## config.mk

```make
export PLATFORM = sky130hd
export DESIGN_NAME = rx_stream_arbiter
export DESIGN_NICKNAME = d
export VERILOG_FILES = /design/src/rtl/rx_stream_arbiter.sv
export SDC_FILE = /design/constraint.sdc
export NUM_CORES = 1
export LEC_CHECK = 0
export ABC_AREA = 0
export ABC_CLOCK_PERIOD_IN_PS = 2450
export CAP_MARGIN = 20
export CORE_ASPECT_RATIO = 0.7
export CORE_UTILIZATION = 44
export CTS_CLUSTER_DIAMETER = 120
export DETAILED_ROUTE_END_ITERATION = 16
export PLACE_DENSITY = 0.8
export SYNTH_ARGS = -nofsm -noshare
export SYNTH_HDL_FRONTEND = slang
export SYNTH_SLANG_ARGS = --single-unit
```

## constraint.sdc

```tcl
create_clock -name s0_axi_aclk -period 2.45 [get_ports s0_axi_aclk]
set_clock_uncertainty 0.15 [all_clocks]
set_input_delay 0.49 -clock s0_axi_aclk [delete_from_list [all_inputs] [get_ports s0_axi_aclk]]
set_output_delay 0.49 -clock s0_axi_aclk [all_outputs]
set_load 0.005 [all_outputs]
```

## src/rtl/rx_stream_arbiter.sv

```systemverilog
`timescale 1ns/1ps
// ---------------------------------------------------------------------------
// rx_stream_arbiter
// Merges two 64-bit receive-chain sample streams (rx0, rx1) into a single
// 32-bit AXI-stream. Each accepted sample is emitted as two words: the lower
// half first (tlast=0), then the upper half (tlast=1). tuser carries the
// source channel. Arbitration is either fixed priority to rx0 or round-robin.
//
// Ports:
//   s0_axi_aclk        clock, rising edge
//   s0_axi_aresetn     synchronous active-low reset
//   en_i               arbitration enable (low blocks new grants only)
//   prio_mode_i        0 = round-robin, 1 = fixed priority to rx0
//   clear_i            synchronous clear of both sample counters
//   rxN_axis_*         64-bit input sample streams (tdata/tvalid/tready)
//   m_axis_*           32-bit merged output stream (tdata/tuser/tlast/tvalid/tready)
//   rx0_count_o/rx1_count_o  saturating accepted-sample counters
//   busy_o             high while a sample is being emitted
// ---------------------------------------------------------------------------
module rx_stream_arbiter #(
  parameter int CNT_WIDTH = 16
) (
  input  logic                 s0_axi_aclk,
  input  logic                 s0_axi_aresetn,
  input  logic                 en_i,
  input  logic                 prio_mode_i,
  input  logic                 clear_i,
  input  logic [63:0]          rx0_axis_tdata_i,
  input  logic                 rx0_axis_tvalid_i,
  output logic                 rx0_axis_tready_o,
  input  logic [63:0]          rx1_axis_tdata_i,
  input  logic                 rx1_axis_tvalid_i,
  output logic                 rx1_axis_tready_o,
  output logic [31:0]          m_axis_tdata_o,
  output logic                 m_axis_tuser_o,
  output logic                 m_axis_tlast_o,
  output logic                 m_axis_tvalid_o,
  input  logic                 m_axis_tready_i,
  output logic [CNT_WIDTH-1:0] rx0_count_o,
  output logic [CNT_WIDTH-1:0] rx1_count_o,
  output logic                 busy_o
);

  typedef enum logic [1:0] {
    IDLE = 2'd0,
    LO   = 2'd1,
    HI   = 2'd2
  } state_t;

  state_t               state_q, state_d;
  logic [63:0]          sample_q, sample_d;
  logic                 chan_q, chan_d;
  logic                 lastGrant_q, lastGrant_d;
  logic [CNT_WIDTH-1:0] rx0Count_q, rx0Count_d;
  logic [CNT_WIDTH-1:0] rx1Count_q, rx1Count_d;

  logic anyValid;
  logic grant;
  logic canAccept;
  logic inHandshake;

  // Grant selection. With only one channel valid (or in fixed mode) rx0 wins
  // whenever it is valid; on a round-robin tie the channel that did not win
  // last time is chosen. When nothing is valid the grant is irrelevant
  // because inHandshake is gated by anyValid.
  always_comb begin
    anyValid = rx0_axis_tvalid_i | rx1_axis_tvalid_i;
    if (prio_mode_i || !(rx0_axis_tvalid_i && rx1_axis_tvalid_i)) begin
      grant = ~rx0_axis_tvalid_i;
    end else begin
      grant = ~lastGrant_q;
    end
  end

  // A new sample can be taken when idle, or in the cycle the upper word
  // leaves, which gives back-to-back samples at one per two cycles. Reset
  // gates the readies so nothing is offered while the block is being reset.
  always_comb begin
    canAccept   = s0_axi_aresetn && en_i &&
                  ((state_q == IDLE) || ((state_q == HI) && m_axis_tready_i));
    inHandshake = canAccept && anyValid;
    rx0_axis_tready_o = inHandshake && !grant;
    rx1_axis_tready_o = inHandshake &&  grant;
  end

  // Next-state logic for the word sequencer and the captured sample.
  always_comb begin
    state_d     = state_q;
    sample_d    = sample_q;
    chan_d      = chan_q;
    lastGrant_d = lastGrant_q;

    case (state_q)
      IDLE: begin
        if (inHandshake) state_d = LO;
      end
      LO: begin
        if (m_axis_tready_i) state_d = HI;
      end
      HI: begin
        if (m_axis_tready_i) state_d = inHandshake ? LO : IDLE;
      end
      default: state_d = IDLE;
    endcase

    if (inHandshake) begin
      sample_d    = grant ? rx1_axis_tdata_i : rx0_axis_tdata_i;
      chan_d      = grant;
      lastGrant_d = grant;
    end
  end

  // Saturating per-channel sample counters; clear wins over an increment.
  always_comb begin
    rx0Count_d = rx0Count_q;
    rx1Count_d = rx1Count_q;
    if (clear_i) begin
      rx0Count_d = '0;
      rx1Count_d = '0;
    end else if (inHandshake) begin
      if (!grant && (rx0Count_q != {CNT_WIDTH{1'b1}})) begin
        rx0Count_d = rx0Count_q + CNT_WIDTH'(1);
      end
      if (grant && (rx1Count_q != {CNT_WIDTH{1'b1}})) begin
        rx1Count_d = rx1Count_q + CNT_WIDTH'(1);
      end
    end
  end

  // State registers. lastGrant resets to rx1 so rx0 wins the first tie.
  always_ff @(posedge s0_axi_aclk) begin
    if (!s0_axi_aresetn) begin
      state_q     <= IDLE;
      sample_q    <= '0;
      chan_q      <= 1'b0;
      lastGrant_q <= 1'b1;
      rx0Count_q  <= '0;
      rx1Count_q  <= '0;
    end else begin
      state_q     <= state_d;
      sample_q    <= sample_d;
      chan_q      <= chan_d;
      lastGrant_q <= lastGrant_d;
      rx0Count_q  <= rx0Count_d;
      rx1Count_q  <= rx1Count_d;
    end
  end

  // Outputs decoded purely from registered state, so they stay stable while
  // the sink stalls.
  always_comb begin
    m_axis_tvalid_o = (state_q != IDLE);
    m_axis_tlast_o  = (state_q == HI);
    m_axis_tuser_o  = (state_q != IDLE) && chan_q;
    case (state_q)
      LO:      m_axis_tdata_o = sample_q[31:0];
      HI:      m_axis_tdata_o = sample_q[63:32];
      default: m_axis_tdata_o = '0;
    endcase
    busy_o      = (state_q != IDLE);
    rx0_count_o = rx0Count_q;
    rx1_count_o = rx1Count_q;
  end

endmodule

```

# Yosys cells after proc, flatten, opt, wreduce, memory -nomap -nowiden
# Cells that the tools add are included.
# W data, S select, Z words.
# word_totals
ff_bits	100
inputBits	136
out_inout_bits	70
# classes
addsub	2
bitwise	4
n_mux	8
n_eq_ne	7
reduce_logical	20
# op_table
operator	n
$mux W64	1
$pmux W32 S2	1
$add A16 B1 Y16 const B	2
$ne A16 B16 Y1 const B	2
$logic_and A1 B1 Y1	10
$mux W2	3
$pmux W2 S3	1
$ne A2 B2 Y1 const B	2
$reduce_and A2 Y1	2
$not A1 Y1	3
$reduce_and A3 Y1	1
$eq A2 B1 Y1 const B	1
$eq A2 B2 Y1 const B	1
$logic_not A1 Y1	2
$logic_not A2 Y1	1
$logic_or A1 B1 Y1	2
$mux W1	2
$ne A2 B1 Y1 const B	1
$reduce_bool A2 Y1	1
$reduce_or A2 Y1	1
$or A1 B1 Y1	1

# Longest topological paths before layout
# Gate-level depths: netlist of the first run.
# depth
word_depth	8
depth_mapped	9
mapped_depth_nobuf	7

# Worst setup path before layout of the first run
# Ideal clock, no wire load.
# synth_path
path_kind	flip-flop to output port
from	register state_q[0]
to	output port rx0_axis_tready_o
path_slack_ns	0.384
stages_incl_launch_ff	8
arrival_time_ns	1.426
n_path_buf	2
path_cell_list	dfxtp_1 inv_1 ha_1 buf_2 a21o_1 nand4_2 buf_2 inv_1
# synth_between
elab_chain_cells	6
elab_cells_between_ends	7
classes_between	eq/ne (1); reduce/logical (6)
# synth_lines
item	line	text
from (decl)	50	state_t state_q, state_d;
from (signal assigned)	140	state_q <= state_d;
$eq A2 B2 Y1	--	
net m_axis_tlast_o	36	output logic m_axis_tlast_o,
$logic_and A1 B1 Y1	80	((state_q == IDLE) || ((state_q == HI) && m_axis_tready_i));
$logic_or A1 B1 Y1	80	
$logic_and A1 B1 Y1	79	canAccept = s0_axi_aresetn && en_i &&
$logic_and A1 B1 Y1	81	inHandshake = canAccept && anyValid;
$logic_and A1 B1 Y1	82	rx0_axis_tready_o = inHandshake && !grant;
to (decl)	30	output logic rx0_axis_tready_o,
# The timed path passes the listed nets, and every way through them passes these cells.

# Worst setup path in the final report of the first run
# layout_path
from	register state_q[0]
to	output port m_axis_tdata_o[14]
# layout_between
elab_chain_cells	2
elab_cells_between_ends	3
classes_between	eq/ne (2); mux (1)
# layout_lines
item	line	text
$eq A2 B2 Y1 or $eq A2 B1 Y1 (tied branches)	155	case (state_q)
$pmux W32 S2 *	155	
to (decl)	34	output logic [31:0] m_axis_tdata_o,
# Every way passes the cells marked *; elsewhere a longest branch is shown, timed or not.

==> results of run 1 <==
==> cells by family (layout without fill, tap and decap cells) <==
group	after synthesis	count (layout)	synth area share [%]
adder cells (fa/ha/maj)	7	7	1.701
AO/OA/AOI/OAI	125	125	20.34
AND/OR/NAND/NOR	334	334	29.74
XOR/XNOR	23	23	3.912
flip-flops	100	100	38.87
multiplexers	4	4	0.7775
buffers and inverters	59	280	4.665
==> power by group <==
part / leakage, uW / total (uW) / switching (uW) / internal, uW
sequential: 0.000817 / 1760 / 51.4 / 1710
clock: 0.000146 / 1440 / 617 / 824
combinational: 0.00199 / 776 / 338 / 438
total: 0.00296 / 3970 / 1010 / 2970
==> area by class of cell <==
cell class                      instances  share of cell area [%]
Multi-Input combinational cell        493                   37.22
Timing Repair Buffer                  257                   31.74
Sequential cell                       100                   24.60
Clock buffer                           11                   2.972
Tap cell                              153                   2.344
Clock inverter                          5                  0.7353
Inverter                                7                  0.3830
==> cell usage after synthesis (all sizes together), types with 2 or more instances <==
library cell	count	share of area, %
a21oi	7	0.68
o211ai	3	0.53
clkbuf	38	2.8
o211a	3	0.58
dfxtp	100	39
mux2i	4	0.78
xnor2	23	3.9
nor4	8	1.4
a311oi	64	11
nor3b	2	0.51
a2111oi	3	0.87
or2	2	0.24
nand3	12	1.2
nor3	8	0.87
inv	7	0.51
a22oi	32	4.7
nand4	9	1.3
o21ai	3	0.29
nor2	104	7.7
or4	2	0.29
nor2b	33	4.0
buf	14	1.4
and4	2	0.34
nand2	142	10
a211oi	4	0.58
ha	7	1.7
and3	2	0.24
nand2b	2	0.24
==> sequential cells by signal (all words and copies together) (netlist names) <==
name	cells
rx1_count_o	16
chan_q	1
state_q	2
rx0_count_o	16
lastGrant_q	1
sample_q	64
==> metal layers <==
metal / share of wire [%] / vias to the layer above / global-route usage, %
li1: - / 2750 / -
met1: 43 / 2685 / 34.94
met2: 48 / 213 / 48.27
met3: 5.7 / 30 / 5.255
met4: 2.5 / 0 / 10.76
met5: 0 / - / 0
==> worst paths after layout <==
path	from	endpoint	slack (ns)
worst max register to register	state_q[0]	rx1_count_o[13]	0.26
worst max-delay path	state_q[0]	m_axis_tdata_o[14]	0.05
worst min-delay path	sample_q[2]	sample_q[2]	0.35
worst min register to register	sample_q[2]	sample_q[2]	0.35
==> through the flow <==
step                      util [%]  cells
after CTS                    72.76   1024
after global placement       67.52    990
after global routing         72.86   1026
after floorplan                  -    652
after detailed placement     67.52    990
final                        72.86   1026
==> worst max-delay path, stage by stage (launching register included) <==
cell and delay (ns):
dfxtp_4 0.37, inv_4 0.05, ha_4 0.18, buf_4 0.14, buf_12 0.14, a22oi_1 0.20
nor2b_1 0.07, dlygate4sd2_1 0.27
==> timing repair <==
item | in CTS | in global routing
pin swaps | 7 | 4
resized for setup | 82 | 30
endpoints found under the setup margin | 34 | 19
gates cloned | 4 | 0
buffers inserted | 14 | 2
==> reports/results.tsv, run 1 <==
stage	metric	value	unit
synth	synthesized cell area	5150	um2
placement	hpwl dp	11.58	mm
timing	Setup violations, final	0	
synth	register area share after synthesis	38.87	%
floorplanning	row count	32	
placement	Placed Area	7570	um2
synth	ys async rst share	0	%
route	final wirelength	17.26	mm
timing	Hold Vio Cnt, Final	0	
synth	Unique masters post-synth	51	
route	DR WL/cell	16.83	um
hold_path	Hold Path Depth	2	
worst_setup_path	endpoint type of the worst setup path	output port	
clocking	CTS tree	built	
finish	number of fill cells	832	
worst_setup_path	Reg2Reg Depth	10	
pwr	peak supply drop	383.2	uV
route	First-pass DRT Iterations	5	
synth	Net Count, Synth	795	
clocking	root buffer cell	clkbuf_16	
clocking	clk sinks	100	
global_routing	number of global-route vias before repair	5358	
global_routing	Overflow after GRT	0	
timing	Slew headroom	51.17	%
worst_setup_path	Worst Path Arrival	1.76	ns
job	total of max-cap violations	0	
timing	setup slack after layout	0.04977	ns
clocking	maximum clock insertion buffer count	2	
floorplanning	die width	131.3	um
route	DR DRC count	0	
placement	routability cong.	0.9046	
worst_setup_path	Req. time, crit path	1.81	ns
global_routing	largest net degree at the start of global routing	68	
synth	Post-synth EDFFs	0	
pwr	Tot Pwr	3975	uW
placement	dpl ws	-0.2347	ns
finish	n_diodes	0	
worst_setup_path	Setup Crit Path Kind	reg -> out	
timing	TNS Setup	0	ns
global_routing	antenna violations before repair	0	
clocking	H-tree depth	3	
route	post-route ant nets	0	
timing	part of the cycle the worst path needs	97.97	%
synth	synthesized area per cell	7.899	um2
route	Detailed Route Iter0 Violations	292	
finish	share of cells above drive strength 1	14.78	%
floorplanning	core area	11210	um2
floorplanning	die area	12150	um2
route	Via-to-Cell Ratio	5.534	
synth	Mapped Cells	652	
synth	Top FF cell, synth	dfxtp_1	
floorplanning	Initial Util	45.94	%
finish	most used cells in the layout excluding fill and tap cells	169 x clkdlybuf4s50_1, 141 x nand2_1, 101 x nor2_1	
clocking	Num CTS Buffers	9	
finish	synth-to-layout area growth	58.60	%
status	status	finished clean	
synth	synth warn	0	
global_routing	Tot GR Track Use	28.03	%
synth	Synth Register Bits	100	
timing	fmax	416.6	MHz
finish	Multi-input gate area	3040	um2
timing	fin crit period	2.400	ns
placement	I/O Buffers	205	
pwr	Cell Pwr Density	486.6	nW/um2
finish	final non-filler cell area	8168	um2
worst_setup_path	crit start category	flop	
worst_setup_path	largest fanout on the critical path	9	
clocking	Clock Latency Late Sink	0.34	ns
pwr	P_leak	0.002958	uW
global_routing	global-route wire length before repair	27.26	mm
clocking	clk slew on worst S/H paths	0.07	ns
floorplanning	I/O Pins	206	
route	vias	5678	
finish	Seq. cell area	2009	um2
timing	actual slew at the worst max-slew pin	0.7324	ns
finish	most common cell after layout, fill and taps aside	clkdlybuf4s50_1	
timing	max-slew violation count	0	
finish	Nets	1011	
floorplanning	Die Span Y	92.52	um
timing	WHS	0.3512	ns
hold_path	Worst Hold Class	reg -> reg	
clocking	hold-fix buffers at CTS	0	
Power figures use the tool's default switching activity.
==> run 2, diff against run 1 <==
--- a/config.mk
+++ b/config.mk
@@ -12,7 +12,7 @@
 export CORE_UTILIZATION = 44
 export CTS_CLUSTER_DIAMETER = 120
 export DETAILED_ROUTE_END_ITERATION = 16
-export PLACE_DENSITY = 0.8
+export PLACE_DENSITY_LB_ADDON = 0.1
 export SYNTH_ARGS = -nofsm -noshare
 export SYNTH_HDL_FRONTEND = slang
 export SYNTH_SLANG_ARGS = --single-unit
==> run 2 against run 1 <==
Compared with the run above:
- non-clock buffer count decreased by 11
- maximum frequency decreased by 0.77%
- register-to-register slack got worse by 0.05 ns
- largest power group unchanged
==> reports/results.tsv, run 2 (synthesized netlist as in run 1, its figures left out) <==
stage	metric	value	unit	change
global_routing	global-route wire length before repair	26.98	mm	-1.0%
worst_setup_path	critical path, cell by cell	buf_4 > ha_4 > bufbuf_16 > a22oi_2 > nor2b_2 > dlygate4sd2_1		
placement	placed cell count	986		-0.40%
worst_setup_path	Worst Path Arrival	1.78	ns	+0.02 ns
worst_setup_path	Reg2Reg Depth	10		unchanged
placement	I/O Buffers	205		unchanged
finish	Seq. cell area	2009	um2	unchanged
worst_setup_path	Req. time, crit path	1.81	ns	about the same
worst_setup_path	critical path depth in cells	6		-1
pwr	internal power	2930	uW	-1.3%
pwr	P_sw	983.6	uW	-2.3%
clocking	hold-fix buffers at CTS	0		unchanged
clocking	CTS tree	built		
pwr	Cell Pwr Density	481.7	nW/um2	-1.0%
timing	Setup violations, final	0		unchanged
finish	share of cells above drive strength 1	12.99	%	-1.8 points
hold_path	Worst Hold Class	reg -> reg		
pwr	Clock power frac	35.4	%	-0.9 points
timing	fmax	413.4	MHz	-0.77%
worst_setup_path	crit path launch	state_q[0]		
route	First-pass DRT Iterations	5		unchanged
timing	max-slew violation count	0		unchanged
job	total of max-cap violations	0		unchanged
finish	most common cell after layout, fill and taps aside	clkdlybuf4s50_1		
worst_setup_path	crit start category	flop		
clocking	clk sinks	100		unchanged
floorplanning	I/O Pins	206		unchanged
route	Via-to-Cell Ratio	5.522		-0.22%
global_routing	Overflow after GRT	0		unchanged
worst_setup_path	Crit path largest cell delay	0.36	ns	about the same
timing	Slew headroom	66.95	%	+16 points
clocking	clk slew on worst S/H paths	0.06	ns	about the same
worst_setup_path	endpoint type of the worst setup path	output port		
finish	Nets	1000		-1.1%
floorplanning	row count	32		unchanged
worst_setup_path	CP top delay family	buffers and inverters		
finish	Largest Register	sample_q		
route	post-route ant nets	0		unchanged
clocking	maximum clock insertion buffer count	2		unchanged
floorplanning	core area	11210	um2	unchanged
worst_setup_path	Slowest-stage cell, CP	dfxtp_4		
floorplanning	Initial Util	45.94	%	unchanged
finish	n_diodes	0		unchanged
finish	most used cells in the layout excluding fill and tap cells	169 x clkdlybuf4s50_1, 141 x nand2_1, 101 x nor2_1		
route	DR WL/cell	16.44	um	-2.3%
floorplanning	Die Span Y	92.52	um	unchanged
global_routing	antenna violations before repair	0		unchanged
pwr	switching power share of the total	25.14	%	-0.18 points
floorplanning	die area	12150	um2	unchanged
finish	number of fill cells	871		+4.7%
hold_path	hold path startpoint	sample_q[25]		
timing	unrepaired setup endpoints after global routing	true		
pwr	Logic pwr share	19.6	%	about the same
hold_path	Hold Path Depth	2		unchanged
pwr	P_leak	0.002910	uW	-1.6%
finish	Final Non-Filler Cells	1015		-1.1%
pwr	Reg power frac	44.9	%	+0.7 points
finish	fin util	72.47	%	-0.39 points
finish	Multi-input gate area	3063	um2	+0.74%
worst_setup_path	r2r startpoint	state_q[1]		
global_routing	number of global-route vias before repair	5476		+2.2%
worst_setup_path	Bufs and invs on worst path	3		-1
route	vias	5605		-1.3%
clocking	root buffer cell	clkbuf_16		
worst_setup_path	largest fanout on the critical path	12		+3
clocking	H-tree depth	3		unchanged
global_routing	Tot GR Track Use	27.61	%	-0.42 points
clocking	Clock Latency Late Sink	0.34	ns	about the same
finish	synth-to-layout area growth	57.75	%	
route	Detailed Route Iter0 Violations	403		+38%
worst_setup_path	Setup Crit Path Kind	reg -> out		
placement	routability cong.	0.8645		-4.4%
finish	max reg flops	64		unchanged
route	DR DRC count	0		unchanged
timing	Hold Vio Cnt, Final	0		unchanged
status	status	finished clean		
pwr	peak supply drop	371.5	uV	-3.0%
global_routing	largest net degree at the start of global routing	68		unchanged
timing	part of the cycle the worst path needs	98.73	%	+0.76 points
floorplanning	die width	131.3	um	unchanged
timing	actual slew at the worst max-slew pin	0.4957	ns	-0.2367 ns
timing	fin crit period	2.419	ns	+0.01873 ns
placement	hpwl dp	11.31	mm	-2.3%
clocking	Num CTS Buffers	9		unchanged
route	final wirelength	16.68	mm	-3.4%
-- run 2: cell count changes in the layout (fill, tap and decap cells not counted), moves of 2 or more --
cell,change
nor2b_2,+7
buf_2,-4
buf_16,-2
clkdlybuf4s15_1,+7
clkinv_2,+2
buf_4,-10
dlygate4sd2_1,+6
clkbuf_2,-9
nor2b_1,-7
-- run 2: worst reg2reg max path: cells and delay by family, from the launching register on --
kind | cells | cell delay, ns
adder cells (fa/ha/maj) | 1 | 0.17
XOR/XNOR | 1 | 0.16
AND/OR/NAND/NOR | 1 | 0.05
buffers and inverters | 4 | 0.47
flip-flops | 1 | 0.37
AO/OA/AOI/OAI | 3 | 0.78
-- run 2: timing repair --
item                                    4_1_cts  5_1_grt
cloned                                        3        0
setup buffers                                10        0
resized for setup                            73       27
pin swaps                                     0        2
endpoints found under the setup margin       34       16
-- run 2: layout make-up --
class / count / area share, %
Clock inverter: 5 / 0.6469
Tap cell: 153 / 2.356
Timing Repair Buffer: 246 / 31.31
Clock buffer: 11 / 2.865
Sequential cell: 100 / 24.73
Multi-Input combinational cell: 493 / 37.70
Inverter: 7 / 0.3850
-- run 2: per-layer routing --
metal | global-route usage [%] | wire length [um] | up-vias
met5 | 0 | 0 | -
li1 | - | - | 2728
met4 | 9.787 | 427 | 0
met2 | 44.73 | 7623 | 227
met1 | 36.48 | 7531 | 2620
met3 | 5.747 | 1100 | 30
-- run 2: stage by stage --
stage	TNS (ns)	setup WS [ns]	power, uW	instance area [um2]	hold WS [ns]
2_1_floorplan	0	0.3844	2091	5150	0.3199
3_3_place_gp	-0.2694	-0.1675	2449	7515	0.3355
3_5_place_dp	-4.032	-0.1935	2467	7515	0.3403
4_1_cts	-0.0005805	-0.0005805	3924	8055	0.3497
5_1_grt	-0.002960	-0.002960	4083	8124	0.3720
6_report	0	0.03104	3913	8124	0.3533
-- run 2: path summary, 6_finish.rpt --
| path | slack [ns] | endpoint |
|---|---|---|
| setup / recovery | 0.03 | m_axis_tdata_o[13] |
| hold / removal | 0.35 | sample_q[25] |
| setup reg to reg | 0.21 | rx1_count_o[13] |
| hold reg to reg | 0.35 | sample_q[25] |
-- run 2: power groups by stage --
| stage | sequential (uW) | clock [uW] | combinational (uW) |
|---|---|---|---|
| after global routing | 1760 | 1480 | 834 |
| after global placement | 1780 | 0 | 665 |
| after CTS | 1750 | 1410 | 760 |
| after floorplan | 1780 | 0 | 315 |
| final | 1760 | 1390 | 768 |
| after detailed placement | 1790 | 0 | 678 |
==> run 3, diff against run 2 <==
--- a/config.mk
+++ b/config.mk
@@ -10,7 +10,6 @@
 export CAP_MARGIN = 20
 export CORE_ASPECT_RATIO = 0.7
 export CORE_UTILIZATION = 44
-export CTS_CLUSTER_DIAMETER = 120
 export DETAILED_ROUTE_END_ITERATION = 16
 export PLACE_DENSITY_LB_ADDON = 0.1
 export SYNTH_ARGS = -nofsm -noshare
==> results of run 3 <==
Final layout, timing and power as in run 2 (identical DEF).
